[config.mk]
export PLATFORM = sky130hd
export DESIGN_NAME = path_comp_buffered
export DESIGN_NICKNAME = d
export VERILOG_FILES = /design/src/rtl/path_comp_buffered.sv
export SDC_FILE = /design/constraint.sdc
export NUM_CORES = 1
export LEC_CHECK = 0
export CORE_ASPECT_RATIO = 1.2
export CORE_MARGIN = 3
export CORE_UTILIZATION = 50
export CTS_CLUSTER_DIAMETER = 40
export CTS_CLUSTER_SIZE = 14
export DETAILED_ROUTE_END_ITERATION = 10
export PLACE_DENSITY = 0.76
export SYNTH_ARGS = -nofsm -noshare
export SYNTH_HDL_FRONTEND = slang
export SYNTH_SLANG_ARGS = --single-unit
[constraint.sdc]
create_clock -name clk -period 6.8 [get_ports clk]
set_input_delay 1.36 -clock clk [delete_from_list [all_inputs] [get_ports clk]]
set_output_delay 1.36 -clock clk [all_outputs]
set_load 0.02 [all_outputs]
[src/rtl/path_comp_buffered.sv]
// rtl/path_comp_buffered.sv - NoC input-port path computation: input FIFO, XOR route, held output flit, stats
module path_comp_buffered #(
    parameter int                ADDR_W     = 4,
    parameter int                DATA_W     = 7,
    parameter logic [ADDR_W-1:0] LOCAL_ADDR = '0,
    parameter int                FIFO_DEPTH = 4,
    parameter int                PRIO_MSB   = 0,
    parameter int                CNT_W      = 16
) (
    input  logic                      clk,
    input  logic                      rst_n,
    input  logic                      in_valid,
    output logic                      in_ready,
    input  logic [DATA_W+ADDR_W-1:0]  in_flit,
    output logic [ADDR_W:0]           out_valid,
    input  logic [ADDR_W:0]           out_ready,
    output logic [DATA_W+ADDR_W-1:0]  out_flit,
    output logic [CNT_W-1:0]          core_cnt,
    output logic [CNT_W-1:0]          fwd_cnt,
    output logic [CNT_W-1:0]          stall_cnt
);
    localparam int FLIT_W = DATA_W + ADDR_W;
    localparam int PTR_W  = $clog2(FIFO_DEPTH);
    localparam logic [PTR_W:0]  DEPTH_C = (PTR_W+1)'(FIFO_DEPTH);
    localparam logic [CNT_W-1:0] CNT_MAX = {CNT_W{1'b1}};

    typedef enum logic {S_EMPTY, S_FULL} hold_state_t;

    logic [FLIT_W-1:0] mem [FIFO_DEPTH];
    logic [PTR_W-1:0]  wr_ptr;
    logic [PTR_W-1:0]  rd_ptr;
    logic [PTR_W:0]    count;
    hold_state_t       state;

    logic              fifo_full;
    logic              fifo_empty;
    logic              push;
    logic              pop;
    logic              handshake;
    logic [FLIT_W-1:0] head;
    logic [ADDR_W-1:0] diff;
    logic [ADDR_W:0]   sel;

    assign fifo_full  = (count == DEPTH_C);
    assign fifo_empty = (count == '0);
    assign in_ready   = rst_n && !fifo_full;
    assign push       = in_valid && in_ready;
    assign handshake  = |(out_valid & out_ready);
    // The hold register refills whenever it is free or being emptied this edge.
    assign pop        = !fifo_empty && ((state == S_EMPTY) || handshake);
    assign head       = mem[rd_ptr];
    assign diff       = head[ADDR_W-1:0] ^ LOCAL_ADDR;

    always_comb begin
        sel = '0;
        if (diff == '0) begin
            sel[0] = 1'b1;
        end else if (PRIO_MSB == 0) begin
            for (int i = ADDR_W - 1; i >= 0; i--) begin
                if (diff[i]) begin
                    sel        = '0;
                    sel[i + 1] = 1'b1;
                end
            end
        end else begin
            for (int i = 0; i < ADDR_W; i++) begin
                if (diff[i]) begin
                    sel        = '0;
                    sel[i + 1] = 1'b1;
                end
            end
        end
    end

    always_ff @(posedge clk) begin
        if (push) begin
            mem[wr_ptr] <= in_flit;
        end
    end

    always_ff @(posedge clk or negedge rst_n) begin
        if (!rst_n) begin
            wr_ptr <= '0;
            rd_ptr <= '0;
            count  <= '0;
        end else begin
            if (push) begin
                wr_ptr <= wr_ptr + 1'b1;
            end
            if (pop) begin
                rd_ptr <= rd_ptr + 1'b1;
            end
            case ({push, pop})
                2'b10:   count <= count + 1'b1;
                2'b01:   count <= count - 1'b1;
                default: count <= count;
            endcase
        end
    end

    always_ff @(posedge clk or negedge rst_n) begin
        if (!rst_n) begin
            state     <= S_EMPTY;
            out_valid <= '0;
            out_flit  <= '0;
            core_cnt  <= '0;
            fwd_cnt   <= '0;
            stall_cnt <= '0;
        end else begin
            case (state)
                S_EMPTY: begin
                    if (!fifo_empty) begin
                        state     <= S_FULL;
                        out_valid <= sel;
                        out_flit  <= head;
                    end
                end
                S_FULL: begin
                    if (handshake) begin
                        if (out_valid[0]) begin
                            if (core_cnt != CNT_MAX) core_cnt <= core_cnt + 1'b1;
                        end else begin
                            if (fwd_cnt != CNT_MAX) fwd_cnt <= fwd_cnt + 1'b1;
                        end
                        if (!fifo_empty) begin
                            out_valid <= sel;
                            out_flit  <= head;
                        end else begin
                            state     <= S_EMPTY;
                            out_valid <= '0;
                        end
                    end else if (stall_cnt != CNT_MAX) begin
                        stall_cnt <= stall_cnt + 1'b1;
                    end
                end
                default: begin
                    state     <= S_EMPTY;
                    out_valid <= '0;
                end
            endcase
        end
    end
endmodule
==> results of run 1 <==
where the power goes:
part / switching (mW) / total [mW] / internal (mW)
combinational: 0.0672 / 0.112 / 0.0444
sequential: 0.0215 / 0.794 / 0.773
clock: 0.339 / 0.851 / 0.511
area by class of cell:
| cell class | instances | area (um2) |
|---|---|---|
| Fill cell | 707 | 3110 |
| Inverter | 15 | 56.3 |
| Clock inverter | 15 | 146 |
| Timing Repair Buffer | 84 | 833 |
| Clock buffer | 17 | 425 |
| Multi-Input combinational cell | 219 | 1770 |
| Tap cell | 123 | 154 |
| Sequential cell | 116 | 3120 |
flip-flops by register name, summed over array words and instances (netlist names):
signal,count
core_cnt,16
count,3
fwd_cnt,16
mem,44
out_flit,11
out_valid,5
rd_ptr,2
stall_cnt,16
state,1
wr_ptr,2
path summary, 6_finish.rpt:
| kind | slack [ns] | start | to |
|---|---|---|---|
| max in group asynchronous | 4.94 | rst_n | fwd_cnt[14]$_DFFE_PN0P_ |
| hold / removal | 0.49 | fwd_cnt[9]$_DFFE_PN0P_ | fwd_cnt[9]$_DFFE_PN0P_ |
| setup / recovery | 2.84 | rst_n | in_ready |
| setup reg to reg | 3.75 | out_valid[0]$_DFFE_PN0P_ | count[2]$_DFFE_PN0P_ |
| hold reg to reg | 0.49 | fwd_cnt[9]$_DFFE_PN0P_ | fwd_cnt[9]$_DFFE_PN0P_ |
| min in group asynchronous | 1.20 | rst_n | fwd_cnt[11]$_DFFE_PN0P_ |
worst max-delay path: stages:
cell	delay [ns]
sky130_fd_sc_hd__buf_2	0.12
sky130_fd_sc_hd__inv_1	0.05
sky130_fd_sc_hd__a31oi_1	0.35
sky130_fd_sc_hd__clkdlybuf4s50_1	0.72
layout by cell type, fill, tap and decap left out, types with 2 or more instances in the layout:
cell,n
sky130_fd_sc_hd__clkdlybuf4s50_1,82
sky130_fd_sc_hd__dfrtp_1,72
sky130_fd_sc_hd__edfxtp_1,44
sky130_fd_sc_hd__nand2_1,29
sky130_fd_sc_hd__xnor2_1,28
sky130_fd_sc_hd__nand4_1,20
sky130_fd_sc_hd__clkbuf_16,17
sky130_fd_sc_hd__inv_1,15
sky130_fd_sc_hd__xor2_1,15
sky130_fd_sc_hd__and3_1,14
sky130_fd_sc_hd__nor2_1,14
sky130_fd_sc_hd__nand3_1,14
sky130_fd_sc_hd__mux2_2,12
sky130_fd_sc_hd__mux4_2,11
sky130_fd_sc_hd__ha_1,8
sky130_fd_sc_hd__nor3_1,7
sky130_fd_sc_hd__inv_6,7
sky130_fd_sc_hd__a21oi_1,5
sky130_fd_sc_hd__and2_1,4
sky130_fd_sc_hd__clkinv_4,4
sky130_fd_sc_hd__a31oi_1,3
sky130_fd_sc_hd__mux2_4,3
sky130_fd_sc_hd__a31oi_2,2
sky130_fd_sc_hd__o21ai_0,2
sky130_fd_sc_hd__o31ai_1,2
sky130_fd_sc_hd__nand2b_1,2
sky130_fd_sc_hd__and4_1,2
sky130_fd_sc_hd__a32o_1,2
sky130_fd_sc_hd__nor4_2,2
sky130_fd_sc_hd__clkinvlp_4,2
metal layers:
metal  GRT usage (%)  vias to the layer above  wire [um]
met1            23.3                     1624       4190
met5               0                        -          0
met4            6.74                        0        115
met2            32.9                       70       5260
li1                -                     1509          -
met3            5.40                       10        404
stage by stage:
stage / power, mW / instance area, um2 / hold slack [ns] / util [%] / worst slack (ns)
final: 1.76 / 6500 / 0.490 / 67.7 / 2.84
after global placement: 0.906 / 5930 / 0.479 / 61.7 / 2.59
after CTS: 1.77 / 6500 / 0.496 / 67.7 / 2.82
after floorplan: 0.867 / 4970 / 0.485 / - / 3.41
after global routing: 1.83 / 6500 / 0.525 / 67.7 / 2.73
after detailed placement: 0.917 / 5930 / 0.486 / 61.7 / 2.52
cell families (layout without fill, tap and decap cells):
group	count (synthesis)	after routing	share of synthesized area, %
AOI/OAI and AO/OA	23	23	3.95
muxes	28	28	9.04
DFF	116	116	62.8
adders and majority gates	9	9	2.42
and+or+nand+nor	116	116	12.5
buffers and inverters	20	131	1.66
xor gates and xnor gates	43	43	7.58
==> summary by stage, run 1 <==
Run status
The run finished with clean final reports.

Die
Pin placement for this block handled 84 I/O pins. The total number of placement rows is 39. The y dimension of the die is between 100 and 150 um. In this run the horizontal extent of the chip is 97.0 um. The core region area is just under 10,000 um2.

For this configuration, the core starts out at a cell density of 51.7%. The area enclosed by the die boundary is ~11,000 um2.

Timing
The final critical path takes up between 50 and 60% of the cycle. The number of pins with negative max-slew slack in the final report is 0. Setup repair after global routing left no endpoint under its margin. The transition at the pin with the smallest max-transition slack is 1.11 ns. The final setup violation count is 0. The minimum period implied by the final worst setup slack is 3.96 ns. The total count of hold-check failures in the final report is 0. The relative slew slack is approximately 26%. Between clock sinks in the finished design, the worst skew comes to 0.00476 ns. Derived from the worst setup path, the maximum achievable clock frequency is between 200 and 300 MHz. The setup TNS is 0 ns.

Power
In this run the static leakage power is 2.67 nW. The highest ir drop seen on vdd is 0.162 mV. The power per standard cell area is 270 nW/um2.

Min path
The number of cells on the worst hold path is 1. The path type of the worst min-delay path is flip-flop to flip-flop.

Synth
The synthesis warning total is 0. The sequential share of the synthesized area is 62.8%. The synthesized netlist contains 46 unique library cells.

Each instance of the synthesized netlist takes up on average 14.0 um2. The cell count after synthesis came out at between 300 and 400. Synthesis produced a netlist with a net count of 383.

The synthesized flop and latch total is between 100 and 150. The share of flip-flops with an asynchronous set or reset after synthesis is 62.1%. The cell taking the most area after synthesis is sky130_fd_sc_hd__dfrtp_1. After synthesis, the cell types taking the most area are sky130_fd_sc_hd__dfrtp_1, sky130_fd_sc_hd__edfxtp_1, sky130_fd_sc_hd__mux4_2, sky130_fd_sc_hd__xnor2_1, sky130_fd_sc_hd__mux2_2. By count the netlist is led by sky130_fd_sc_hd__dfrtp_1, sky130_fd_sc_hd__edfxtp_1, sky130_fd_sc_hd__nand2_1, sky130_fd_sc_hd__xnor2_1, sky130_fd_sc_hd__nand4_1. After synthesis the cells add up to about 5000 um2.

The main flop type after synthesis is sky130_fd_sc_hd__dfrtp_1. Yosys mapped a number of flops with a built-in enable equal to 44. The top-area cell type share of the netlist area is 36.2%. Yosys instantiated no cell more often than sky130_fd_sc_hd__dfrtp_1.

Setup path
The nature of the critical path startpoint is an input port. At the worst endpoint, the required time is approximately 5.4 ns. The worst register-to-register path has a depth of 8. STA classifies the critical path endpoint as an output port.

In this run the worst path has a maximum fanout of 6. The arrival time of the worst setup path is roughly 2.6 ns. The critical setup path kind is input port to output port.

Global routing
The first-pass GRT wire length is approximately 17,000 um. In the global route stage, overall resource usage came out at between 10% and 20%. The number of global-route vias before repair is roughly 3,300.

The total overflow left after global routing is 0. The largest net degree at the start of global routing is 73. The initial antenna violation count came to 0.

Placement
The number of cells after detailed placement is between 500 and 600. At the end of routability-driven placement, the weighted congestion stood at approximately 0.8. During placement, the flow inserted port buffers numbering 83. The detailed-placement wirelength estimate is 6670 um.

Finish
The fraction of final layout cells with drive strength greater than 1 is approximately 15%. The number of standard cells in the layout, taps in and fillers out is approximately 600. The total inserted antenna cells is 0.

From synthesis to final layout, the design area changed by 30.8%. The net count of the finished layout is about 480.

Drt
The average wire per cell in the routed design is approximately 17 um. The detailed-router iteration count before antenna repair is 4. The routed design has 9970 um of wire. The detail route stage leaves a number of antenna-violating nets equal to 0.

The total number of vias is between 3,000 and 4,000. The count of unresolved DRC violations after routing is 0. The detailed-route vias per instance is 5.46.

The number of DRC violations after detailed-routing iteration 0 is ~110.

Clock tree
The number of levels the H-tree was split into is 4. The post-cts hold buffer count is 0. The clock latency at the later pin of the worst-skew pair is around 0.4 ns. The count of instances resized after the clock tree is built is 0.

The register clock-pin slew on the reported worst setup and hold paths is 0.06 ns. The sink count of the clock tree is 116. The CTS buffer count is 17. The buffers inserted during post-CTS setup optimization is 0. CTS placed an instance of sky130_fd_sc_hd__clkbuf_16 at the clock tree root. TritonCTS built the clock tree.

The maximum clock insertion buffer count is 2.

Run
Max-cap violations in this run came to 0.
Power figures use the tool's default switching activity.
==> inputs of run 2 (changes only) <==
Settings changed: CORE_UTILIZATION 50 to 48.
Clock period 6.8 ns to 3.39 ns, I/O delays scaled along.
==> run 2 against run 1 <==
Against the previous run:
- critical path depth is 1 lower
- highest routed layer unchanged
- critical path type is now flip-flop to output port
- power up 100%
- die area rose by 3.9%
==> summary by stage, run 2 (synthesis results as in run 1) <==
Drt
The remaining antenna violation count was 0 (unchanged). The detailed-router iteration count before antenna repair came to 4 (unchanged). The overall routed net length is 10,500 um (was 9970 um).

The count of unresolved DRC violations after routing is 0 (unchanged). The number of DRC violations after detailed-routing iteration 0 is 164 (was 107). The average wire per cell in the routed design came to 17.7 um (was 16.9 um).

The detailed-route vias per instance is 5.49 (was 5.46). The total number of vias is 3,253 (was 3,213).

Placement
The standard cell area after detailed placement is 5940 um2 (was 5930 um2). The placement-stage worst setup slack is 0.258 ns (was 2.52 ns). The count of port buffers added during placement is 83 (unchanged). The detailed-placement wirelength estimate is 6950 um (was 6670 um). The last weighted congestion value of the routability-driven placer came to 0.860 (was 0.795).

The number of cells after detailed placement is 561 (was 557).

Finish
The fraction of final layout cells with drive strength greater than 1 is 14.6% (was 15.0%). The number of standard cells in the layout, taps in and fillers out came to 593 (was 589). The total inserted antenna cells is 0 (unchanged). The count of nets after finishing is 482 (was 481). The final instance area is 6520 um2 (was 6500 um2). The synthesis-to-layout area growth is 31.2% (was 30.8%).

Most frequent cells in the layout: sky130_fd_sc_hd__clkdlybuf4s50_1, sky130_fd_sc_hd__dfrtp_1, sky130_fd_sc_hd__edfxtp_1 (unchanged). The top register by number of flip-flops was mem (unchanged). The most common library cell in the layout ignoring fill and taps is sky130_fd_sc_hd__clkdlybuf4s50_1 (unchanged). The post-route core utilization is 64.8% (was 67.7%). The flip-flop count of the largest register, all copies and words added is 44 (unchanged).

Run
The max-capacitance violation count was 0 (unchanged).

Power
The switching portion of total power is 22.4% (was 24.4%). The cell-internal power came to 2.74 mW (was 1.33 mW). The reported leakage power is 2.67 nW (about the same). The clock share of power came to 48.4% (about the same).

The power per standard cell area is 541 nW/um2 (was 270 nW/um2). The fraction of power consumed by sequential logic is 45.2% (about the same). The net load switching power came to 789 uW (was 428 uW). The combinational power share was 6.4% (about the same). The overall power consumption is 3.53 mW (was 1.76 mW). The highest ir drop seen on vdd is 0.408 mV (was 0.162 mV).

Clock tree
The CTS buffer count is 17 (unchanged). The buffers inserted during post-CTS setup optimization is 0 (unchanged). The clock latency at the later pin of the worst-skew pair is 0.40 ns (about the same). The CTS tree is built (unchanged). The register clock-pin slew on the reported worst setup and hold paths came to 0.05 ns (was 0.06 ns). The clock root buffer is sky130_fd_sc_hd__clkbuf_16 (unchanged). The count of instances resized after the clock tree is built is 0 (unchanged). The sink count of the clock tree is 116 (unchanged). The maximum clock insertion buffer count is 2 (unchanged). The post-cts hold buffer count is 0 (unchanged). The number of levels the H-tree was split into is 4 (unchanged).

Timing
The final setup violation count came to 0 (unchanged). The setup TNS is 0 ns (unchanged). The worst setup skew after layout is 0.00614 ns (was 0.00476 ns).

The relative slew slack is 34.9% (was 25.8%). The maximum clock frequency is approximately 360 MHz. The transition at the pin with the smallest max-transition slack is 0.976 ns (was 1.11 ns). RSZ-0062 raised after global routing: false (unchanged). The final setup slack of the worst path is 0.612 ns (was 2.84 ns).

The number of pins with negative max-slew slack in the final report is 0 (unchanged). The total count of hold-check failures in the final report is 0 (unchanged). The worst hold slack is 0.492 ns (was 0.490 ns). The final clock period utilization by the worst path is 81.9%. The routed design could run at a clock period as short as between 2 and 3 ns.

Min path
The path type of the worst min-delay path is flip-flop to flip-flop (unchanged).

Setup path
The sort of element at the end of the critical path is an output port (unchanged). The maximum cell stage delay along the critical path came to 0.72 ns (about the same). The register-to-register setup slack is 0.84 ns (was 3.75 ns).

The nature of the critical path startpoint was a flip-flop (was input port). The critical setup path kind is flip-flop to output port (was input port to output port). Critical-path cell list: inv_1, a31oi_1, clkdlybuf4s50_1 (was buf_2, inv_1, a31oi_1, clkdlybuf4s50_1).

The slowest cell on the critical path is sky130_fd_sc_hd__clkdlybuf4s50_1 (unchanged). The arrival time of the worst setup path is 2.10 ns (was 2.60 ns). The biggest fanout along the worst timing path is 6 (unchanged).

The required time reported for the critical path endpoint is 2.71 ns (was 5.44 ns).

Die
The boundary pin count was 84 (unchanged). The die span in x was 98.9 um (was 97.0 um). The y dimension of the die is 117 um (was 115 um). The core region area is 10,100 um2 (was 9610 um2). The total number of placement rows is 40 (was 39).

The area enclosed by the die boundary is 11,600 um2 (was 11,200 um2). The initial standard-cell utilization of the core came to 49.4% (was 51.7%).

Global routing
The first-pass GRT wire length came to 17,400 um (was 16,500 um). The all-layer global routing usage is 19.2% (was 19.1%). The number of global-route vias before repair is 3,379 (was 3,305). The residual overflow from global routing was 0 (unchanged). The initial antenna violation count came to 0 (unchanged). The largest net degree at the start of global routing came to 73 (unchanged).

Run status
Outcome: finished, final reports clean (unchanged).
==> run 2: cell count changes in the layout (fill, tap and decap cells not counted), moves of 2 or more <==
cell | previous run | this run
sky130_fd_sc_hd__clkinvlp_4 | 2 | 4
sky130_fd_sc_hd__clkinv_4 | 4 | 2
sky130_fd_sc_hd__inv_6 | 7 | 1
sky130_fd_sc_hd__clkinv_1 | 0 | 2
==> run 2: area by class of cell <==
class / count / area (um2)
clock buffers: 19 / 443
inverters: 15 / 56.3
repair buffers: 85 / 841
well taps: 126 / 158
clock inverters: 13 / 134
flip-flops and latches: 116 / 3120
fillers: 721 / 3540
multi-input cells: 219 / 1770
==> run 2: metal layers <==
metal  vias up  wire length, um  GRT usage (%)
met3         6              521           5.57
met1      1641             4240           23.3
li1       1514                -              -
met2        92             5650           31.7
met5         -                0              0
met4         0               73           8.11
==> run 2: path summary, 6_finish.rpt <==
| path | from | end | cells after the start |
|---|---|---|---|
| hold reg to reg | core_cnt[10]$_DFFE_PN0P_ | core_cnt[10]$_DFFE_PN0P_ | 1 |
| hold / removal | core_cnt[10]$_DFFE_PN0P_ | core_cnt[10]$_DFFE_PN0P_ | 1 |
| max in group asynchronous | rst_n | out_flit[4]$_DFFE_PN0P_ | 2 |
| min in group asynchronous | rst_n | fwd_cnt[9]$_DFFE_PN0P_ | 2 |
| setup / recovery | count[0]$_DFFE_PN0P_ | in_ready | 3 |
| setup reg to reg | out_valid[0]$_DFFE_PN0P_ | count[2]$_DFFE_PN0P_ | 8 |
==> run 2: critical path, delay by kind of cell (launching register included) <==
family	cells	cell delay, ns
buffers and inverters	2	0.81
DFF	1	0.40
AOI/OAI and AO/OA	1	0.49
==> run 2: power by group through the flow <==
stage / clock network, mW / logic [mW] / registers (mW)
after global routing: 1.80 / 0.261 / 1.60
after floorplan: 0 / 0.134 / 1.60
after detailed placement: 0 / 0.228 / 1.62
after global placement: 0 / 0.208 / 1.61
after CTS: 1.74 / 0.229 / 1.59
final: 1.71 / 0.225 / 1.60
==> inputs of run 3 (changes only) <==
Settings changed: CORE_UTILIZATION 48 to 50.
Clock period 3.39 ns to 2.9 ns, I/O delays scaled along.
==> run 3 against run 2 <==
Against the previous run:
- die area is 3.8% lower
- utilization is 3.9 points higher
- worst hold slack worse by 0.026 ns
- critical path type unchanged
==> summary by stage, run 3 (synthesis results as in run 1) <==
Run status
Outcome: finished, final reports clean (unchanged).

Placement
The standard cell area after detailed placement is 5970 um2 (was 5940 um2). The detailed-placement wirelength estimate is 6890 um (was 6950 um). The placement-stage worst setup slack is 0.0743 ns (was 0.258 ns). The last weighted congestion value of the routability-driven placer is 0.843 (was 0.860). The count of port buffers added during placement is 83 (unchanged). The number of cells after detailed placement was 562 (was 561).

Setup path
The critical setup path kind is flip-flop to output port (unchanged). The beginning of the worst register-to-register path is out_valid[3]$_DFFE_PN0P_ (was out_valid[0]$_DFFE_PN0P_). The biggest fanout along the worst timing path is 6 (unchanged).

The required time reported for the critical path endpoint is 2.32 ns (was 2.71 ns). The register-to-register setup slack is 0.59 ns (was 0.84 ns). The cell class contributing the biggest share of worst-path delay is buffers and inverters (unchanged). The arrival time of the worst setup path came to 2.05 ns (was 2.10 ns).

The critical path buffer and inverter count came to 2 (unchanged). The slowest cell on the critical path is sky130_fd_sc_hd__clkdlybuf4s50_1 (unchanged). The number of cells on the worst reg-to-reg path came to 8 (unchanged). The depth of the critical timing path with buffers and inverters included is 3 (unchanged). The destination of the worst register-to-register timing path is count[2]$_DFFE_PN0P_ (unchanged). The maximum cell stage delay along the critical path is 0.73 ns (was 0.72 ns). Critical-path cell list: inv_1, a31oi_1, clkdlybuf4s50_1 (unchanged).

The sort of element at the end of the critical path is an output port (unchanged). The nature of the critical path startpoint is a flip-flop (unchanged).

Clock tree
The register clock-pin slew on the reported worst setup and hold paths is 0.05 ns (about the same). The clock root buffer is sky130_fd_sc_hd__clkbuf_16 (unchanged). The count of instances resized after the clock tree is built is 0 (unchanged). The buffers inserted during post-CTS setup optimization is 0 (unchanged). The number of levels the H-tree was split into is 4 (unchanged). The sink count of the clock tree is 116 (unchanged). The CTS buffer count is 17 (unchanged).

The maximum clock insertion buffer count came to 2 (unchanged). The post-cts hold buffer count was 0 (unchanged). The CTS tree is built (unchanged). The clock latency at the later pin of the worst-skew pair was 0.40 ns (about the same).

Die
The total number of placement rows is 39 (was 40). The die span in x came to 97.0 um (was 98.9 um). The area enclosed by the die boundary is 11,200 um2 (was 11,600 um2). The initial standard-cell utilization of the core is 51.7% (was 49.4%).

The y dimension of the die was 115 um (was 117 um). The boundary pin count was 84 (unchanged). The core region area came to 9610 um2 (was 10,100 um2).

Power
The power per standard cell area is 661 nW/um2 (was 541 nW/um2). The highest ir drop seen on vdd is 0.568 mV (was 0.408 mV). The overall power consumption is 4.37 mW (was 3.53 mW).

The reported leakage power is 2.72 nW (was 2.67 nW).

Timing
The worst setup skew after layout came to 0.00789 ns (was 0.00614 ns). The setup TNS came to 0 ns (unchanged). The relative slew slack is 28.4% (was 34.9%). The number of pins with negative max-slew slack in the final report was 0 (unchanged). The final clock period utilization by the worst path is about nine tenths.

The transition at the pin with the smallest max-transition slack is 1.06 ns (was 0.976 ns). The worst hold slack was 0.466 ns (was 0.492 ns). The total count of hold-check failures in the final report is 0 (unchanged). The minimum period implied by the final worst setup slack is roughly 2.6 ns.

The final setup slack of the worst path is 0.274 ns (was 0.612 ns). The maximum clock frequency is roughly 380 MHz. RSZ-0062 raised after global routing: false (unchanged).

The final setup violation count is 0 (unchanged).

Finish
The count of nets after finishing is 486 (was 482). The top register by number of flip-flops is mem (unchanged). Most frequent cells in the layout: sky130_fd_sc_hd__clkdlybuf4s50_1, sky130_fd_sc_hd__dfrtp_1, sky130_fd_sc_hd__edfxtp_1 (unchanged). The synthesis-to-layout area growth is 32.9% (was 31.2%). The most common library cell in the layout ignoring fill and taps was sky130_fd_sc_hd__clkdlybuf4s50_1 (unchanged). The post-route core utilization is 68.7% (was 64.8%). The final instance area came to 6610 um2 (was 6520 um2).

The flip-flop count of the largest register, all copies and words added is 44 (unchanged). The fraction of final layout cells with drive strength greater than 1 is 15.1% (was 14.6%). The total inserted antenna cells came to 0 (unchanged). The number of standard cells in the layout, taps in and fillers out was 594 (was 593).

Drt
The detailed-route vias per instance was 5.45 (was 5.49). The count of unresolved DRC violations after routing is 0 (unchanged). The overall routed net length is 10,300 um (was 10,500 um). The detailed-router iteration count before antenna repair was 4 (unchanged). The total number of vias was 3,236 (was 3,253). The remaining antenna violation count is 0 (unchanged). The number of DRC violations after detailed-routing iteration 0 is 171 (was 164). The average wire per cell in the routed design is 17.3 um (was 17.7 um).

Global routing
The residual overflow from global routing came to 0 (unchanged). The all-layer global routing usage is 19.8% (was 19.2%). The number of global-route vias before repair is 3,505 (was 3,379). The initial antenna violation count came to 0 (unchanged).

The largest net degree at the start of global routing is 73 (unchanged). The first-pass GRT wire length is 17,300 um (was 17,400 um).

Min path
The path type of the worst min-delay path is input port to async pin (was flip-flop to flip-flop).

Run
The max-capacitance violation count was 0 (unchanged).
[run 3: cell count changes in the layout (fill, tap and decap cells not counted), sizes merged]
cell      change
buf           +4
bufinv        +3
clkinv        -2
clkinvlp      -1
[run 3: worst max-delay path by stage]
stage          slack [ns]                   endpoint                  from
6_report             0.27                   in_ready  count[0]$_DFFE_PN0P_
5_1_grt              0.15                   in_ready  count[0]$_DFFE_PN0P_
4_1_cts              0.24                   in_ready  count[0]$_DFFE_PN0P_
3_5_place_dp         0.07       count[2]$_DFFE_PN0P_          out_ready[0]
3_3_place_gp         0.12  stall_cnt[15]$_DFFE_PN0P_          out_ready[0]
2_1_floorplan        0.29       count[2]$_DFFE_PN0P_          out_ready[0]
[run 3: area by class of cell]
| cell class | instances | area (um2) |
|---|---|---|
| Inverter | 15 | 56.3 |
| Fill cell | 661 | 3000 |
| Clock buffer | 19 | 433 |
| Multi-Input combinational cell | 219 | 1770 |
| Clock inverter | 13 | 206 |
| Timing Repair Buffer | 89 | 871 |
| Tap cell | 123 | 154 |
| Sequential cell | 116 | 3120 |
[run 3: where the power goes]
group | switching [mW] | total [mW] | internal, mW
logic | 0.159 | 0.264 | 0.105
clock network | 0.716 | 2.24 | 1.52
registers | 0.0519 | 1.86 | 1.81
[run 3: metal layers]
layer	track usage, %	wire [um]
met1	22.4	4190
met2	36.7	5580
met3	5.70	394
met4	5.62	117
met5	0	0
[run 3: worst reg2reg max path, stage by stage (launching register included)]
cell	delay, ns
sky130_fd_sc_hd__dfrtp_1	0.42
sky130_fd_sc_hd__a222oi_1	0.65
sky130_fd_sc_hd__a31oi_2	0.24
sky130_fd_sc_hd__ha_1	0.26
sky130_fd_sc_hd__inv_1	0.07
sky130_fd_sc_hd__fa_1	0.18
sky130_fd_sc_hd__xor2_1	0.15
sky130_fd_sc_hd__nor2_1	0.08
sky130_fd_sc_hd__xor2_1	0.15
